$ cat src/rtl/arb_rr_lock_pipe_if.sv
// Handshake bundle for arb_rr_lock_pipe: WIDTH upstream valid/ready/last
// channels and one registered downstream channel tagged with a source id.
interface arb_rr_lock_pipe_if #(
  parameter type         PLD_TYPE = logic,
  parameter int unsigned WIDTH    = 4
);
  localparam int unsigned ID_W = $clog2(WIDTH);

  logic [WIDTH-1:0] v_vld_s;
  logic [WIDTH-1:0] v_rdy_s;
  PLD_TYPE          v_pld_s [WIDTH];
  logic [WIDTH-1:0] v_last_s;
  logic             vld_m;
  logic             rdy_m;
  PLD_TYPE          pld_m;
  logic             last_m;
  logic [ID_W-1:0]  id_m;

  // Arbiter side.
  modport master (
    input  v_vld_s,
    input  v_pld_s,
    input  v_last_s,
    input  rdy_m,
    output v_rdy_s,
    output vld_m,
    output pld_m,
    output last_m,
    output id_m
  );

  // Environment side: upstream sources plus downstream consumer.
  modport slave (
    output v_vld_s,
    output v_pld_s,
    output v_last_s,
    output rdy_m,
    input  v_rdy_s,
    input  vld_m,
    input  pld_m,
    input  last_m,
    input  id_m
  );
endinterface

$ cat src/rtl/arb_rr_lock_pipe.sv
// N-to-1 packet-locking arbiter (fixed priority or round-robin) feeding a
// single full-throughput output register {pld, last, id, vld}.
module arb_rr_lock_pipe #(
  parameter type         PLD_TYPE = logic,
  parameter int unsigned WIDTH    = 4,
  parameter bit          RR_MODE  = 1'b1
) (
  input logic                clk,
  input logic                rst,
  arb_rr_lock_pipe_if.master bus
);
  localparam int unsigned ID_W = $clog2(WIDTH);

  typedef enum logic {
    ST_OPEN,
    ST_LOCKED
  } lock_state_e;

  lock_state_e     lock_q, lock_d;
  logic [ID_W-1:0] lock_id_q, lock_id_d;
  logic [ID_W-1:0] ptr_q, ptr_d;
  logic            vld_q, vld_d;
  logic            last_q, last_d;
  logic [ID_W-1:0] id_q, id_d;
  PLD_TYPE         pld_q, pld_d;

  logic [WIDTH-1:0] gnt;
  logic [ID_W-1:0]  win;
  logic [ID_W-1:0]  base;
  logic             load;
  logic             accept;
  logic             win_last;

  assign load = !vld_q || bus.rdy_m;
  assign base = RR_MODE ? ptr_q : '0;

  // Search starts at base and wraps explicitly, so non-power-of-2 WIDTH works.
  always_comb begin : arbitrate
    int unsigned idx;
    logic        found;
    gnt   = '0;
    win   = '0;
    idx   = 0;
    found = 1'b0;
    if (rst) begin
      gnt = '0;
    end else if (lock_q == ST_LOCKED) begin
      gnt[lock_id_q] = bus.v_vld_s[lock_id_q];
      win            = lock_id_q;
    end else begin
      for (int unsigned i = 0; i < WIDTH; i++) begin
        idx = int'(base) + i;
        if (idx >= WIDTH) idx = idx - WIDTH;
        if (!found && bus.v_vld_s[idx[ID_W-1:0]]) begin
          gnt[idx[ID_W-1:0]] = 1'b1;
          win                = idx[ID_W-1:0];
          found              = 1'b1;
        end
      end
    end
  end

  assign bus.v_rdy_s = gnt & {WIDTH{load}};
  assign accept      = |(bus.v_vld_s & bus.v_rdy_s);
  assign win_last    = bus.v_last_s[win];

  always_comb begin : next_state
    vld_d     = vld_q;
    pld_d     = pld_q;
    last_d    = last_q;
    id_d      = id_q;
    lock_d    = lock_q;
    lock_id_d = lock_id_q;
    ptr_d     = ptr_q;
    if (accept) begin
      vld_d  = 1'b1;
      pld_d  = bus.v_pld_s[win];
      last_d = win_last;
      id_d   = win;
      if (win_last) begin
        lock_d = ST_OPEN;
        if (RR_MODE) ptr_d = (win == ID_W'(WIDTH - 1)) ? '0 : win + 1'b1;
      end else begin
        lock_d    = ST_LOCKED;
        lock_id_d = win;
      end
    end else if (vld_q && bus.rdy_m) begin
      vld_d = 1'b0;
    end
  end

  always_ff @(posedge clk or posedge rst) begin
    if (rst) begin
      vld_q     <= 1'b0;
      pld_q     <= '0;
      last_q    <= 1'b0;
      id_q      <= '0;
      lock_q    <= ST_OPEN;
      lock_id_q <= '0;
      ptr_q     <= '0;
    end else begin
      vld_q     <= vld_d;
      pld_q     <= pld_d;
      last_q    <= last_d;
      id_q      <= id_d;
      lock_q    <= lock_d;
      lock_id_q <= lock_id_d;
      ptr_q     <= ptr_d;
    end
  end

  assign bus.vld_m  = vld_q;
  assign bus.pld_m  = pld_q;
  assign bus.last_m = last_q;
  assign bus.id_m   = id_q;
endmodule

$ cat src/flat_wrapper.sv
// flat-port wrapper written by rule: the top's interface ports become plain ports
module arb_rr_lock_pipe_flat 
#(
  parameter type         PLD_TYPE = logic,
  parameter int unsigned WIDTH    = 4,
  parameter bit          RR_MODE  = 1'b1
)
  (clk, rst, bus_v_vld_s, bus_v_pld_s, bus_v_last_s, bus_rdy_m, bus_v_rdy_s, bus_vld_m, bus_pld_m, bus_last_m, bus_id_m);
  arb_rr_lock_pipe_if #(.PLD_TYPE(PLD_TYPE), .WIDTH(WIDTH)) bus_i ();
  input logic clk;
  input logic rst;
  input wire logic [$bits(bus_i.v_vld_s)-1:0] bus_v_vld_s;
  input wire logic [$bits(bus_i.v_pld_s)-1:0] bus_v_pld_s;
  input wire logic [$bits(bus_i.v_last_s)-1:0] bus_v_last_s;
  input wire logic [$bits(bus_i.rdy_m)-1:0] bus_rdy_m;
  output wire logic [$bits(bus_i.v_rdy_s)-1:0] bus_v_rdy_s;
  output wire logic [$bits(bus_i.vld_m)-1:0] bus_vld_m;
  output wire logic [$bits(bus_i.pld_m)-1:0] bus_pld_m;
  output wire logic [$bits(bus_i.last_m)-1:0] bus_last_m;
  output wire logic [$bits(bus_i.id_m)-1:0] bus_id_m;
  assign bus_i.v_vld_s = bus_v_vld_s;
  assign bus_i.v_pld_s = {>>{bus_v_pld_s}};
  assign bus_i.v_last_s = bus_v_last_s;
  assign bus_i.rdy_m = bus_rdy_m;
  assign bus_v_rdy_s = bus_i.v_rdy_s;
  assign bus_vld_m = bus_i.vld_m;
  assign bus_pld_m = bus_i.pld_m;
  assign bus_last_m = bus_i.last_m;
  assign bus_id_m = bus_i.id_m;
  arb_rr_lock_pipe #(.PLD_TYPE(PLD_TYPE), .WIDTH(WIDTH), .RR_MODE(RR_MODE)) u_core (.clk(clk), .rst(rst), .bus(bus_i));
endmodule
$ cat config.mk
export PLATFORM = sky130hd
export DESIGN_NAME = arb_rr_lock_pipe_flat
export DESIGN_NICKNAME = d
export VERILOG_FILES = /design/src/rtl/arb_rr_lock_pipe_if.sv /design/src/rtl/arb_rr_lock_pipe.sv /design/src/flat_wrapper.sv
export SDC_FILE = /design/constraint.sdc
export NUM_CORES = 1
export LEC_CHECK = 0
export BUFFER_PORTS_ARGS = -buffer_cell sky130_fd_sc_hd__buf_4
export CAP_MARGIN = 10
export CELL_PAD_IN_SITES_DETAIL_PLACEMENT = 1
export CELL_PAD_IN_SITES_GLOBAL_PLACEMENT = 1
export CORE_UTILIZATION = 38
export DETAILED_ROUTE_END_ITERATION = 6
export PLACE_DENSITY = 0.82
export SYNTH_ARGS = -nofsm -noshare
export SYNTH_HDL_FRONTEND = slang
export SYNTH_SLANG_ARGS = --single-unit
$ cat constraint.sdc
create_clock -name clk -period 3.4 [get_ports clk]
set_input_delay 0.68 -clock clk [delete_from_list [all_inputs] [get_ports clk]]
set_output_delay 0.68 -clock clk [all_outputs]
set_load 0.02 [all_outputs]
==> results.md, run 1 <==
* Fin. max-slew vios at 0
* RePlAce Congestion at 0.835
* Final WS setup at 0.137 ns
* Final TNS setup at 0 ns
* Drt via density at roughly 5.7
* IO Pins at 24
* Clock transition at path regs at 0.07 ns
* WP data arrival at 2.58 ns
* RSZ-0062 raised after global routing: no
* Status: finished clean
* Type of origin of the critical path: flop
* Post-synth top area share at 18.8%
* Final Critical Period at 3.26 ns
* Initial Utilization at approximately two fifths
* Synth top area cells: dfrtp_1 19%, mux4_2 10%, ha_1 8.4%
* CP Max Fanout at 9
* Core footprint at 0.00334 mm^2
* Synth Cell Area at 0.00133 mm^2
* Initial antenna violation count at 0
* Initial DRT Pass Iterations at 4
* H-Tree Depth at 1
* Hold Slack at approximately 0.44 ns
* Routed wire per std cell at 18.4 um
* CTS Buf Count at 3
* Syn_nets at about 180
* Largest area contributor in the netlist: dfrtp_1
* ANT nets after route at 0
* Final wirelength at 4.29 mm
* Relative slew margins at between 60 and 70%
* Clock Skew at about 0.0038 ns
* Commonest cells post-synth: 20 x nand2_1, 11 x o21ai_0, 10 x dfrtp_1, 10 x inv_1, 9 x ha_1
* Fin crit share at a little over nine tenths
* Number of register bits inferred by synthesis at 10
* Worst reg2reg startpoint: u_core.base[1]
* PwrDens at 826 mW/mm^2
* Post-synth EDFFs at 0
* CP startpoint: u_core.base[0]
* Clk sink count at 10
* Final setup violation count at 0
* Area Growth Syn to Fin at 26.5%
* Die ar. at 0.00375 mm^2
* Ys async rst share at 100%
* Diode count at 0
* Hold-fix buffer count after cts at 0
* 1st-iter DRT viols at 52
* Largest net degree at the start of global routing at 18
* Leak Pwr at 0.759 nW
* Die height at 61.2 um
* Max VDD drop at 0.248 mV
* Number of max-cap violations at 0
* Root Driver: clkbuf_4
* Filler cell count at 419
* Die width at about 61 um
* First-pass GRT wire length at 6.54 mm
* Pre-CTS WS at 0.134 ns
* Detailed Place HPWL at 3.13 mm
* CP Class: flop to output port
* Yosys cell types at 51
* Share of post-route cells with drive strength above 1 at 34.2%
* Clock Path Buffers at 2
* Hold Crit Class: input port to asynchronous set/reset pin
* Clock latency on the worst-skew pair at 0.28 ns
* Sequential element share of the synthesized area at 18.8%
* Endpoint type of the worst setup path: output port
* GRT Total Usage at 23.8%
* Grt total ovfl at 0
* Worst endpoint required time at ~2.7 ns
* # rows at 21
* # DRC at 0
* Via count at 1,333
* Synth Instances at between 150 and 200
* Ys Warns at 0
* Final nets at 212
* Final-report hold violation count at 0
* Ys flop type: dfrtp_1
* Max Clk Rate at around 0.31 GHz
* Worst Tran Pin Value at about 0.55 ns
* Vias in the first global route at 1,305
* CTS tree: yes
* Syn avg cell area at 8.50 um^2
* I/O Buffers at 23
* Most common cell in the synthesized netlist: nand2_1
## path summary, 6_finish.rpt
path,end,slack (ns),cells after the start
max in group asynchronous,u_core.base[0],2.60,2
setup reg to reg,u_core.base[0],0.31,12
hold / removal,u_core.bus.pld_m,0.44,2
hold reg to reg,u_core.bus.id_m[0],0.51,2
min in group clk,u_core.bus.id_m[0],0.51,2
setup / recovery,bus_v_rdy_s[3],0.14,8
## flip-flops by register name, summed over array words and instances (netlist names)
signal / flops
u_core.base: 2
u_core.bus.id_m: 2
u_core.bus.pld_m: 1
u_core.bus.last_m: 1
u_core.lock_id_q: 2
u_core.bus.vld_m: 1
u_core.lock_q: 1
## cell families after synthesis
| group | share of synthesized area [%] |
|---|---|
| adder cells (fa/ha/maj) | 8.44 |
| AO/OA/AOI/OAI | 27.6 |
| AND/OR/NAND/NOR | 20.5 |
| buffers and inverters | 9.19 |
| flip-flops | 18.8 |
| multiplexers | 15.6 |
## final cells by class
class / count / area (um^2) / area share (%)
Inverter: 11 / 48.8 / 2.89
Timing Repair Buffer: 40 / 317 / 18.8
Sequential cell: 10 / 251 / 14.9
Multi-Input combinational cell: 122 / 977 / 57.9
Clock buffer: 4 / 36.3 / 2.15
Tap cell: 46 / 57.6 / 3.41
## placed cells by master (no fill, tap or decap), types with 4 or more instances in the layout
cell type   n
dfrtp_1     9
buf_4      38
nand2b_1    4
nor2b_1     4
nand2_1    20
a31oi_1     4
ha_1        8
nor2_1      8
o21ai_0    11
mux4_2      6
a21oi_1     6
mux2i_1     5
inv_1       8
## report_power, final
group	leakage (nW)	switching [W]	internal (W)
registers	0.123	0.0000776	0.000168
clock network	0.0210	0.0000465	0.0000653
logic	0.615	0.000560	0.000477
total	0.759	0.000684	0.000710
## worst max-delay path, stage by stage (launching register included)
cell	delay, ns
dfrtp_2	0.42
buf_12	0.14
mux4_2	0.60
nor4b_4	0.44
nand2_1	0.12
a21oi_2	0.18
a41oi_1	0.08
nor2_1	0.17
buf_4	0.16
## per-layer routing
layer | vias to the layer above | part of all wire [%] | track usage (%)
met5 | - | 0 | 0
met3 | 5 | 3.0 | 3.36
met4 | 0 | 0.72 | 3.25
met2 | 34 | 52 | 39.8
li1 | 642 | - | -
met1 | 652 | 44 | 33.3
## what timing repair did
| item | CTS | global route |
|---|---|---|
| pin swaps | 1 | 4 |
| hold endpoints to repair | 0 | 0 |
| buffers inserted | 1 | 11 |
| gates cloned | 0 | 0 |
| endpoints found under the setup margin | 2 | 4 |
| gates resized for setup | 1 | 9 |
## stage by stage
stage,instances,power (W),area (um^2),utilization (%)
5_1_grt,233,0.00151,1690,50.6
3_5_place_dp,217,0.00115,1530,45.7
6_report,233,0.00139,1690,50.6
2_1_floorplan,157,0.000900,1330,-
4_1_cts,222,0.00127,1570,47.0
3_3_place_gp,217,0.00112,1530,45.7
Power figures use the tool's default switching activity.
==> run 2: changes to the inputs <==
--- a/config.mk
+++ b/config.mk
@@ -12,6 +12,7 @@
 export CORE_UTILIZATION = 38
 export DETAILED_ROUTE_END_ITERATION = 6
 export PLACE_DENSITY = 0.82
+export SETUP_SLACK_MARGIN = 0.2
 export SYNTH_ARGS = -nofsm -noshare
 export SYNTH_HDL_FRONTEND = slang
 export SYNTH_SLANG_ARGS = --single-unit
==> run 2 against run 1 <==
Net effect:
- first-iteration DRC count decreased by 1.9%
- hold slack got worse by 0.041 ns
- global-route usage up 3.7 points
- design area increased by 6.4%
- count of clock-buffer cells in the layout unchanged
- clock skew hardly changed
- sequential cell count stayed put
- largest cell class unchanged
==> results.md, run 2 (synthesis gave the netlist of run 1 again) <==
* Die height at 61.2 um
* Final setup violation count at 0
* Die width at between 60 and 70 um
* Initial Utilization at 40.0%
* Slowest stage delay, CP at ~0.6 ns
* Worst endpoint required time at 2.72 ns
* Number of max-cap violations at 0
* Routed wire per std cell at 21.7 um
* ANT nets after route at 0
* Clock transition at path regs at 0.08 ns
* DP Cell Count at 218
* WP data arrival at 2.67 ns
* Most frequent cells in the layout: 40 x buf_4, 20 x nand2_1, 10 x o21ai_0
* Root Driver: clkbuf_4
* Most common cell after layout, fill and taps aside: buf_4
* First-pass GRT wire length at 7.21 mm
* Die ar. at 0.00375 mm^2
* Delay-heaviest family, CP: simple AND/OR/NAND/NOR gates
* Initial antenna violation count at 0
* Status: finished clean
* CTS tree: yes
* Crit path buffers/inverters at 2
* Fin crit share at 98.5%
* # DRC at 0
* Fin. max-slew vios at 0
* Type of origin of the critical path: flop
* # rows at 21
* Clock Skew at 0.00386 ns
* RSZ-0062 raised after global routing: yes
* Hold-fix buffer count after cts at 0
* RePlAce Congestion at 0.891
* Share of post-route cells with drive strength above 1 at 39.1%
* CP Class: flop to output port
* Critical-path top delay cell: mux4_2
* Hold Slack at 0.397 ns
* GRT Total Usage at 27.5%
* Largest net degree at the start of global routing at 18
* Drt via density at a little over 6
* Detailed Place HPWL at 3.19 mm
* Final Critical Period at 3.35 ns
* Hold Crit Class: input port to asynchronous set/reset pin
* PwrDens at 865 mW/mm^2
* Max VDD drop at just over 0.3 mV
* Area Growth Syn to Fin at 34.6%
* Total power at 0.00155 W
* 1st-iter DRT viols at a little over 50
* Final nets at roughly 220
* I/O Buffers at 23
* Non-Filler Instances at 238
* CP Cell Sequence: buf_6, mux4_2, nor4b_4, nand2_1, a21oi_2, a41oi_2, nor2_1, buf_4
* Relative slew margins at 58.9%
* Clock Path Buffers at 2
* Clk sink count at 10
* CTS Buf Count at 3
* Final wirelength at 5.18 mm
* Via count at ~1.5k
* Max Clk Rate at 0.299 GHz
* Vias in the first global route at 1,408
* Final-report hold violation count at 0
* Clock latency on the worst-skew pair at 0.30 ns
* Filler cell count at 412
* Grt total ovfl at 0
* Initial DRT Pass Iterations at 4
* Leak Pwr at 0.798 nW
* Core footprint at about 0.0033 mm^2
* Endpoint type of the worst setup path: output port
* H-Tree Depth at 1
* IO Pins at 24
* Diode count at 0
* Worst Tran Pin Value at 0.616 ns
* CP Max Fanout at 7
[run 2: final timing paths]
| check | from | end | slack (ns) | depth (start not counted) |
|---|---|---|---|---|
| worst min-delay path | rst | u_core.bus.pld_m | 0.40 | 3 |
| max in group asynchronous | rst | u_core.base[1] | 2.82 | 3 |
| worst min register to register | u_core.bus.last_m | u_core.bus.last_m | 0.49 | 1 |
| min in group clk | u_core.bus.last_m | u_core.bus.last_m | 0.49 | 1 |
| worst max-delay path | u_core.base[1] | bus_v_rdy_s[3] | 0.05 | 8 |
| worst max register to register | u_core.base[1] | u_core.base[1] | 0.33 | 10 |
[run 2: through the flow]
stage          TNS [ns]  setup slack, ns  utilization (%)  area [um^2]
2_1_floorplan         0            0.205                -         1340
3_3_place_gp          0            0.148             46.0         1540
3_5_place_dp          0            0.123             46.0         1540
4_1_cts               0            0.136             51.3         1710
5_1_grt         -0.0538          -0.0538             53.8         1800
6_report              0           0.0509             53.8         1800
[run 2: area by class of cell]
| type | count | area, um^2 | area share (%) |
|---|---|---|---|
| multi-input cells | 123 | 1040 | 58.1 |
| inverters | 11 | 51.3 | 2.86 |
| repair buffers | 44 | 354 | 19.7 |
| flip-flops and latches | 10 | 253 | 14.1 |
| well taps | 46 | 57.6 | 3.21 |
| clock buffers | 4 | 36.3 | 2.02 |
[run 2: routing by layer]
layer | up-vias | GRT usage, % | part of all wire (%)
met3 | 18 | 6.09 | 4.1
met4 | 0 | 15.6 | 4.0
li1 | 653 | - | -
met2 | 58 | 43.8 | 50
met5 | - | 0 | 0
met1 | 741 | 34.3 | 42
[run 2: what timing repair did]
action | in CTS | in global routing
buffers inserted | 9 | 6
pin swaps | 4 | 9
endpoints found under the setup margin | 4 | 5
resized for setup | 10 | 11
gates cloned | 1 | 0
[run 2: where the power goes]
part / switching (W) / internal [W]
combinational: 0.000638 / 0.000536
clock: 0.0000598 / 0.0000656
sequential: 0.0000852 / 0.000168
total: 0.000783 / 0.000770
[run 2: tightest hold or removal path, cell delays in order]
cell	delay [ns]
buf_4	0.13
inv_1	0.05
buf_4	0.21
